File: src/rtl/ifc_or_arbiter_if.sv
// Bundle of the signals between the round-robin arbiter, its requesters,
// the response consumer and the shared ifc_or unit's a/b/y methods.
interface ifc_or_arbiter_if #(
  parameter int N_REQ = 4,
  parameter int ID_W  = 2
);
  logic [N_REQ-1:0] req_valid;
  logic [N_REQ-1:0] req_a;
  logic [N_REQ-1:0] req_b;
  logic [N_REQ-1:0] req_grant;
  logic             rsp_valid;
  logic             rsp_ready;
  logic [ID_W-1:0]  rsp_id;
  logic             rsp_data;
  logic             rsp_err;
  logic             a_data;
  logic             a_en;
  logic             a_rdy;
  logic             b_data;
  logic             b_en;
  logic             b_rdy;
  logic             y_en;
  logic             y_data;
  logic             y_rdy;

  // Arbiter side.
  modport master (
    input  req_valid, req_a, req_b, rsp_ready, a_rdy, b_rdy, y_data, y_rdy,
    output req_grant, rsp_valid, rsp_id, rsp_data, rsp_err,
           a_data, a_en, b_data, b_en, y_en
  );

  // Requesters, response consumer and shared unit side.
  modport slave (
    output req_valid, req_a, req_b, rsp_ready, a_rdy, b_rdy, y_data, y_rdy,
    input  req_grant, rsp_valid, rsp_id, rsp_data, rsp_err,
           a_data, a_en, b_data, b_en, y_en
  );
endinterface

File: src/rtl/ifc_or_arbiter.sv
// Round-robin arbiter/sequencer sharing one ifc_or unit among N_REQ
// requesters; one operation in flight at a time.
//
// state  | meaning
// IDLE   | arbitrate, grant and latch one requester's operands
// ISSUE  | fire the a and b put methods once each
// WAIT_Y | wait for y_rdy (or timeout) and capture the result
// RESP   | present the response until rsp_ready
module ifc_or_arbiter #(
  parameter int N_REQ   = 4,
  parameter int ID_W    = 2,
  parameter int TIMEOUT = 64
) (
  input  logic                i_clk,
  input  logic                i_rst_n,
  ifc_or_arbiter_if.master    bus
);

  localparam logic [1:0] S_IDLE   = 2'd0;
  localparam logic [1:0] S_ISSUE  = 2'd1;
  localparam logic [1:0] S_WAIT_Y = 2'd2;
  localparam logic [1:0] S_RESP   = 2'd3;

  localparam int CNT_W = (TIMEOUT > 0) ? $clog2(TIMEOUT + 1) : 1;

  logic [1:0]       r_state;
  logic [ID_W-1:0]  r_ptr;
  logic [ID_W-1:0]  r_idx;
  logic             r_a;
  logic             r_b;
  logic             r_sent_a;
  logic             r_sent_b;
  logic [CNT_W-1:0] r_cnt;
  logic [ID_W-1:0]  r_rsp_id;
  logic             r_rsp_data;
  logic             r_rsp_err;

  logic [2*N_REQ-1:0] w_dbl;
  logic               w_found;
  logic [ID_W-1:0]    w_win;
  logic [N_REQ-1:0]   w_oh;
  logic [ID_W-1:0]    w_ptr_nxt;
  logic               w_a_fire;
  logic               w_b_fire;
  logic               w_ab_done;
  logic               w_y_fire;
  logic [CNT_W-1:0]   w_cnt_nxt;
  logic               w_tmo;

  // Rotate requests so bit 0 is rr_ptr, take the first set bit, map back.
  always_comb begin
    int k;
    k       = 0;
    w_found = 1'b0;
    w_win   = '0;
    w_oh    = '0;
    w_dbl   = {bus.req_valid, bus.req_valid} >> r_ptr;
    for (int i = 0; i < N_REQ; i++) begin
      if (!w_found && w_dbl[i]) begin
        w_found = 1'b1;
        k = int'(r_ptr) + i;
        if (k >= N_REQ) k = k - N_REQ;
        w_win = ID_W'(k);
      end
    end
    for (int j = 0; j < N_REQ; j++) begin
      w_oh[j] = w_found && (ID_W'(j) == w_win);
    end
  end

  assign w_ptr_nxt = (w_win == ID_W'(N_REQ - 1)) ? '0 : w_win + 1'b1;

  assign w_a_fire  = (r_state == S_ISSUE) && bus.a_rdy && !r_sent_a;
  assign w_b_fire  = (r_state == S_ISSUE) && bus.b_rdy && !r_sent_b;
  assign w_ab_done = (r_sent_a || w_a_fire) && (r_sent_b || w_b_fire);
  assign w_y_fire  = (r_state == S_WAIT_Y) && bus.y_rdy;
  assign w_cnt_nxt = r_cnt + 1'b1;
  assign w_tmo     = (TIMEOUT != 0) && (w_cnt_nxt == CNT_W'(TIMEOUT));

  // Grant is combinational in IDLE; gated by reset so every output is 0 while held.
  assign bus.req_grant = (r_state == S_IDLE && i_rst_n) ? w_oh : '0;
  assign bus.a_en      = w_a_fire;
  assign bus.b_en      = w_b_fire;
  assign bus.a_data    = (r_state == S_ISSUE) && r_a;
  assign bus.b_data    = (r_state == S_ISSUE) && r_b;
  assign bus.y_en      = w_y_fire;
  assign bus.rsp_valid = (r_state == S_RESP);
  assign bus.rsp_id    = r_rsp_id;
  assign bus.rsp_data  = r_rsp_data;
  assign bus.rsp_err   = r_rsp_err;

  // Sequencer: arbitration, method firing, result capture and response hold.
  always_ff @(posedge i_clk or negedge i_rst_n) begin
    if (!i_rst_n) begin
      r_state    <= S_IDLE;
      r_ptr      <= '0;
      r_idx      <= '0;
      r_a        <= 1'b0;
      r_b        <= 1'b0;
      r_sent_a   <= 1'b0;
      r_sent_b   <= 1'b0;
      r_cnt      <= '0;
      r_rsp_id   <= '0;
      r_rsp_data <= 1'b0;
      r_rsp_err  <= 1'b0;
    end else begin
      case (r_state)
        S_IDLE: begin
          if (w_found) begin
            r_a      <= |(bus.req_a & w_oh);
            r_b      <= |(bus.req_b & w_oh);
            r_idx    <= w_win;
            r_ptr    <= w_ptr_nxt;
            r_sent_a <= 1'b0;
            r_sent_b <= 1'b0;
            r_state  <= S_ISSUE;
          end
        end
        S_ISSUE: begin
          if (w_ab_done) begin
            r_sent_a <= 1'b0;
            r_sent_b <= 1'b0;
            r_cnt    <= '0;
            r_state  <= S_WAIT_Y;
          end else begin
            if (w_a_fire) r_sent_a <= 1'b1;
            if (w_b_fire) r_sent_b <= 1'b1;
          end
        end
        S_WAIT_Y: begin
          // A real result beats a timeout landing in the same cycle.
          if (bus.y_rdy) begin
            r_rsp_data <= bus.y_data;
            r_rsp_err  <= 1'b0;
            r_rsp_id   <= r_idx;
            r_state    <= S_RESP;
          end else if (w_tmo) begin
            r_rsp_data <= 1'b0;
            r_rsp_err  <= 1'b1;
            r_rsp_id   <= r_idx;
            r_state    <= S_RESP;
          end else begin
            r_cnt <= w_cnt_nxt;
          end
        end
        default: begin
          if (bus.rsp_ready) r_state <= S_IDLE;
        end
      endcase
    end
  end

endmodule

File: src/flat_wrapper.sv
// flat-port wrapper written by rule: the top's interface ports become plain ports
module ifc_or_arbiter_flat 
#(
  parameter int N_REQ   = 4,
  parameter int ID_W    = 2,
  parameter int TIMEOUT = 64
)
  (i_clk, i_rst_n, bus_req_valid, bus_req_a, bus_req_b, bus_rsp_ready, bus_a_rdy, bus_b_rdy, bus_y_data, bus_y_rdy, bus_req_grant, bus_rsp_valid, bus_rsp_id, bus_rsp_data, bus_rsp_err, bus_a_data, bus_a_en, bus_b_data, bus_b_en, bus_y_en);
  ifc_or_arbiter_if #(.N_REQ(N_REQ), .ID_W(ID_W)) bus_i ();
  input  logic i_clk;
  input  logic i_rst_n;
  input wire logic [$bits(bus_i.req_valid)-1:0] bus_req_valid;
  input wire logic [$bits(bus_i.req_a)-1:0] bus_req_a;
  input wire logic [$bits(bus_i.req_b)-1:0] bus_req_b;
  input wire logic [$bits(bus_i.rsp_ready)-1:0] bus_rsp_ready;
  input wire logic [$bits(bus_i.a_rdy)-1:0] bus_a_rdy;
  input wire logic [$bits(bus_i.b_rdy)-1:0] bus_b_rdy;
  input wire logic [$bits(bus_i.y_data)-1:0] bus_y_data;
  input wire logic [$bits(bus_i.y_rdy)-1:0] bus_y_rdy;
  output wire logic [$bits(bus_i.req_grant)-1:0] bus_req_grant;
  output wire logic [$bits(bus_i.rsp_valid)-1:0] bus_rsp_valid;
  output wire logic [$bits(bus_i.rsp_id)-1:0] bus_rsp_id;
  output wire logic [$bits(bus_i.rsp_data)-1:0] bus_rsp_data;
  output wire logic [$bits(bus_i.rsp_err)-1:0] bus_rsp_err;
  output wire logic [$bits(bus_i.a_data)-1:0] bus_a_data;
  output wire logic [$bits(bus_i.a_en)-1:0] bus_a_en;
  output wire logic [$bits(bus_i.b_data)-1:0] bus_b_data;
  output wire logic [$bits(bus_i.b_en)-1:0] bus_b_en;
  output wire logic [$bits(bus_i.y_en)-1:0] bus_y_en;
  assign bus_i.req_valid = bus_req_valid;
  assign bus_i.req_a = bus_req_a;
  assign bus_i.req_b = bus_req_b;
  assign bus_i.rsp_ready = bus_rsp_ready;
  assign bus_i.a_rdy = bus_a_rdy;
  assign bus_i.b_rdy = bus_b_rdy;
  assign bus_i.y_data = bus_y_data;
  assign bus_i.y_rdy = bus_y_rdy;
  assign bus_req_grant = bus_i.req_grant;
  assign bus_rsp_valid = bus_i.rsp_valid;
  assign bus_rsp_id = bus_i.rsp_id;
  assign bus_rsp_data = bus_i.rsp_data;
  assign bus_rsp_err = bus_i.rsp_err;
  assign bus_a_data = bus_i.a_data;
  assign bus_a_en = bus_i.a_en;
  assign bus_b_data = bus_i.b_data;
  assign bus_b_en = bus_i.b_en;
  assign bus_y_en = bus_i.y_en;
  ifc_or_arbiter #(.N_REQ(N_REQ), .ID_W(ID_W), .TIMEOUT(TIMEOUT)) u_core (.i_clk(i_clk), .i_rst_n(i_rst_n), .bus(bus_i));
endmodule
File: config.mk
export PLATFORM = sky130hd
export DESIGN_NAME = ifc_or_arbiter_flat
export DESIGN_NICKNAME = d
export VERILOG_FILES = /design/src/rtl/ifc_or_arbiter_if.sv /design/src/rtl/ifc_or_arbiter.sv /design/src/flat_wrapper.sv
export SDC_FILE = /design/constraint.sdc
export NUM_CORES = 1
export LEC_CHECK = 0
export BUFFER_PORTS_ARGS = -buffer_cell sky130_fd_sc_hd__buf_2
export CAP_MARGIN = 20
export CORE_MARGIN = 1.5
export CORE_UTILIZATION = 48
export CTS_BUF_LIST = sky130_fd_sc_hd__clkbuf_16
export CTS_CLUSTER_DIAMETER = 120
export DETAILED_ROUTE_END_ITERATION = 8
export PLACE_DENSITY = 0.76
export SETUP_SLACK_MARGIN = 0.15
export SKIP_CTS_REPAIR_TIMING = 1
export SYNTH_ARGS = -nofsm -noshare
export SYNTH_HDL_FRONTEND = slang
export SYNTH_SLANG_ARGS = --single-unit
File: constraint.sdc
create_clock -name i_clk -period 2.1 [get_ports i_clk]
set_input_delay 0.315 -clock i_clk [delete_from_list [all_inputs] [get_ports i_clk]]
set_output_delay 0.315 -clock i_clk [all_outputs]
set_load 0.05 [all_outputs]
==> impl_results.md <==
- Fin crit share: 1.07
- Routed Antenna Nets: 0
- Leading cell types by count after synthesis: dfrtp_1 (21), nor2_1 (16), nand2_1 (15), ha_1 (11), a21oi_1 (8)
- Arrival @ worst endpoint: 1930 ps
- Area leader, netlist: dfrtp_1
- Placed inst area: approximately 0.0017 mm2
- Failing checks: negative setup slack
- Unique cell type count in the Yosys netlist: 41
- WL final: 3640 um
- Yosys top cell area share: 0.384
- DR pass1 iterations: 4
- Worst Hold Class: in2async
- Yosys warning count: 0
- Number of I/O pins: 33
- Final min period: ~2200 ps
- Wire length on met2: 1920 um
- Met3 WL: around 150 um
- Initial Util: 0.501
- Clock buffer depth: 2
- Routability Congestion: between 0.8 and 0.9
- CTS tree: yes
- Max-Cap Viols: 0
- CTS H-tree lvls: 1
- 1st-iter DRT viols: between 80 and 90
- Avg WL per Cell: 15.7 um
- Peak supply drop: about 0.0014 V
- Die Y: roughly 56 um
- Setup repair after global routing missed its margin: yes
- Net count of the mapped netlist: ~180
- CTS Buf Count: 3
- Reg clk slew, reported paths: around 60 ps
- Status: finished with violations
- DR vias: 1336
- Setup TNS after final layout: -472 ps
- Clock tree sinks: 21
- Final worst slack: -142 ps
- Top cells by area, synth: dfrtp_1 (38%), ha_1 (10%), nor2_1 (4.4%)
- PwrDens: roughly 1400 mW/mm2
- Placed Cells incl. Taps: 220
- Reg-to-reg endpoint: u_core.r_state[1]
- Skew final: ~1.3 ps
- Metal1 wirelength: approximately 1500 um
- Syn Area/Cell: ~9 um2
- Initial antenna violation count: 0
- Worst skew pair latency: about 250 ps
- Critical Path Fanout Max: 6
- Cell area after layout: about 0.002 mm2
- GR Overflow Total: 0
- First-pass GRT wire length: between 5000 and 6000 um
- Setup Viol. Count Final: 4
- Vias per cell: between 5 and 6
- Leakage: between 0.9 and 1 nW
- DIE WIDTH: 56.4 um
- Gate Count Post-Synth: 148
- Vias in the first global route: ~1200
- Root Buffer: clkbuf_16
- Hold_ws: 94.4 ps
- PortBufs: 32
- Area delta synth->final: 41.9%
- Die area: 0.00318 mm2
- DPL Wire Length: approximately 2400 um
- Slew at the pin closest to its max-slew limit: around 400 ps
- Worst setup SP type: flop
- Std-Cell Rows: 19
- Top-count cell post-synth: dfrtp_1
- CP Capture Type: output port
- Internal reg-to-reg setup slack: approximately 30 ps
- Number of synthesized flops with an enable pin: 0
- Worst EP required: ~1800 ps
- Filler Cell Count: roughly 190
- Core Area: around 0.0027 mm2
- Share of layout cells above drive strength 1: 0.423
- Reg2reg start: u_core.r_cnt[0]
- Post-synth design cell area: 0.00137 mm2
- Largest net degree at the start of global routing: 22
- Final std cells w/o fill: about 230
- Final hold vios: 0
- Yosys reg bits: 21
- CP Class: reg2out
- Fin. max-slew vios: 0
- Ys async rst share: 1.00
- Max Fclk: around 0.45 GHz
- Nets: between 200 and 250
- Diodes inserted: 0
- Uppermost routed layer: met4
- Seq/Total Area, Yosys: 0.384
- Tot GR Track Use: 0.217
- Reg2Reg Depth: 8
- Synth Flop Type: dfrtp_1
- Worst relative slew slack: 0.730
- Post-route DRC: 0
==> critical path: stages, from the launching register on <==
cell and delay, ps:
dfrtp_2 430, mux2i_1 220, nor2_1 80, nor3_2 290, inv_1 120, ha_2 200
and3_1 180, buf_6 150
==> area by class of cell <==
type	instances	area, um2	area share
clock buffers	3	75.1	0.0387
clock inverters	1	5.00	0.00258
inverters	7	26.3	0.0135
multi-input cells	118	931	0.479
flip-flops and latches	21	528	0.272
well taps	31	38.8	0.0200
repair buffers	51	338	0.174
==> registers in the layout (all words and copies together), names as in the netlist <==
signal               cells
u_core.bus.rsp_id        2
u_core.r_state           2
u_core.r_sent_a          1
u_core.r_ptr             2
u_core.r_idx             2
u_core.r_a               1
u_core.bus.rsp_data      1
u_core.r_cnt             7
u_core.bus.rsp_err       1
u_core.r_b               1
u_core.r_sent_b          1
==> metrics by stage <==
stage / utilization / power, mW / setup WS, ps
floorplan: - / 1.60 / 189
global placement: 0.604 / 1.91 / 87.5
detailed placement: 0.604 / 1.96 / 2.94
CTS: 0.633 / 2.39 / -281
global route: 0.710 / 2.89 / -238
finish: 0.710 / 2.71 / -142
==> metal layers <==
layer  track usage  vias to the layer above
met5             0                        -
met4        0.0816                        0
met3        0.0415                        9
met2         0.387                       38
met1         0.256                      653
li1              -                      636
==> worst max-delay path by stage <==
| stage | from | endpoint | slack, ps | depth (start not counted) |
|---|---|---|---|---|
| floorplan | u_core.r_cnt[0] | u_core.r_cnt[4] | 190 | 8 |
| global placement | bus_req_valid[0] | bus_req_grant[3] | 90 | 8 |
| detailed placement | u_core.r_ptr[1] | bus_req_grant[2] | 3 | 7 |
| CTS | u_core.r_ptr[1] | bus_req_grant[2] | -280 | 7 |
| global route | u_core.r_ptr[1] | bus_req_grant[2] | -240 | 7 |
| finish | u_core.r_ptr[1] | bus_req_grant[2] | -140 | 7 |
==> power by group <==
group	internal (mW)	switching (mW)	total, mW
Combinational	0.677	0.903	1.58
Clock	0.256	0.149	0.405
Sequential	0.560	0.164	0.725
==> kinds of logic (layout without fill, tap and decap cells) <==
family,Yosys count,after routing,share of synthesized area
buf+inv,9,62,0.0302
fa+ha+maj,11,11,0.101
compound gates,39,39,0.203
flops,21,21,0.384
mux,7,7,0.0576
simple gates,60,60,0.218
xor+xnor,1,1,0.00640
==> placed cells by master, fill, tap and decap left out, drive strengths merged, types with 3 or more instances in the layout <==
cell type / n
mux2: 4
nand3: 4
a22oi: 4
ha: 11
nand2: 15
nor2: 17
o21ai: 5
clkbuf: 5
buf: 49
inv: 7
nand2b: 4
nor3b: 3
a211o: 5
and2: 4
a21oi: 8
nor3: 4
mux2i: 3
and3: 4
dfrtp: 21
(Power assumes the default switching activity.)
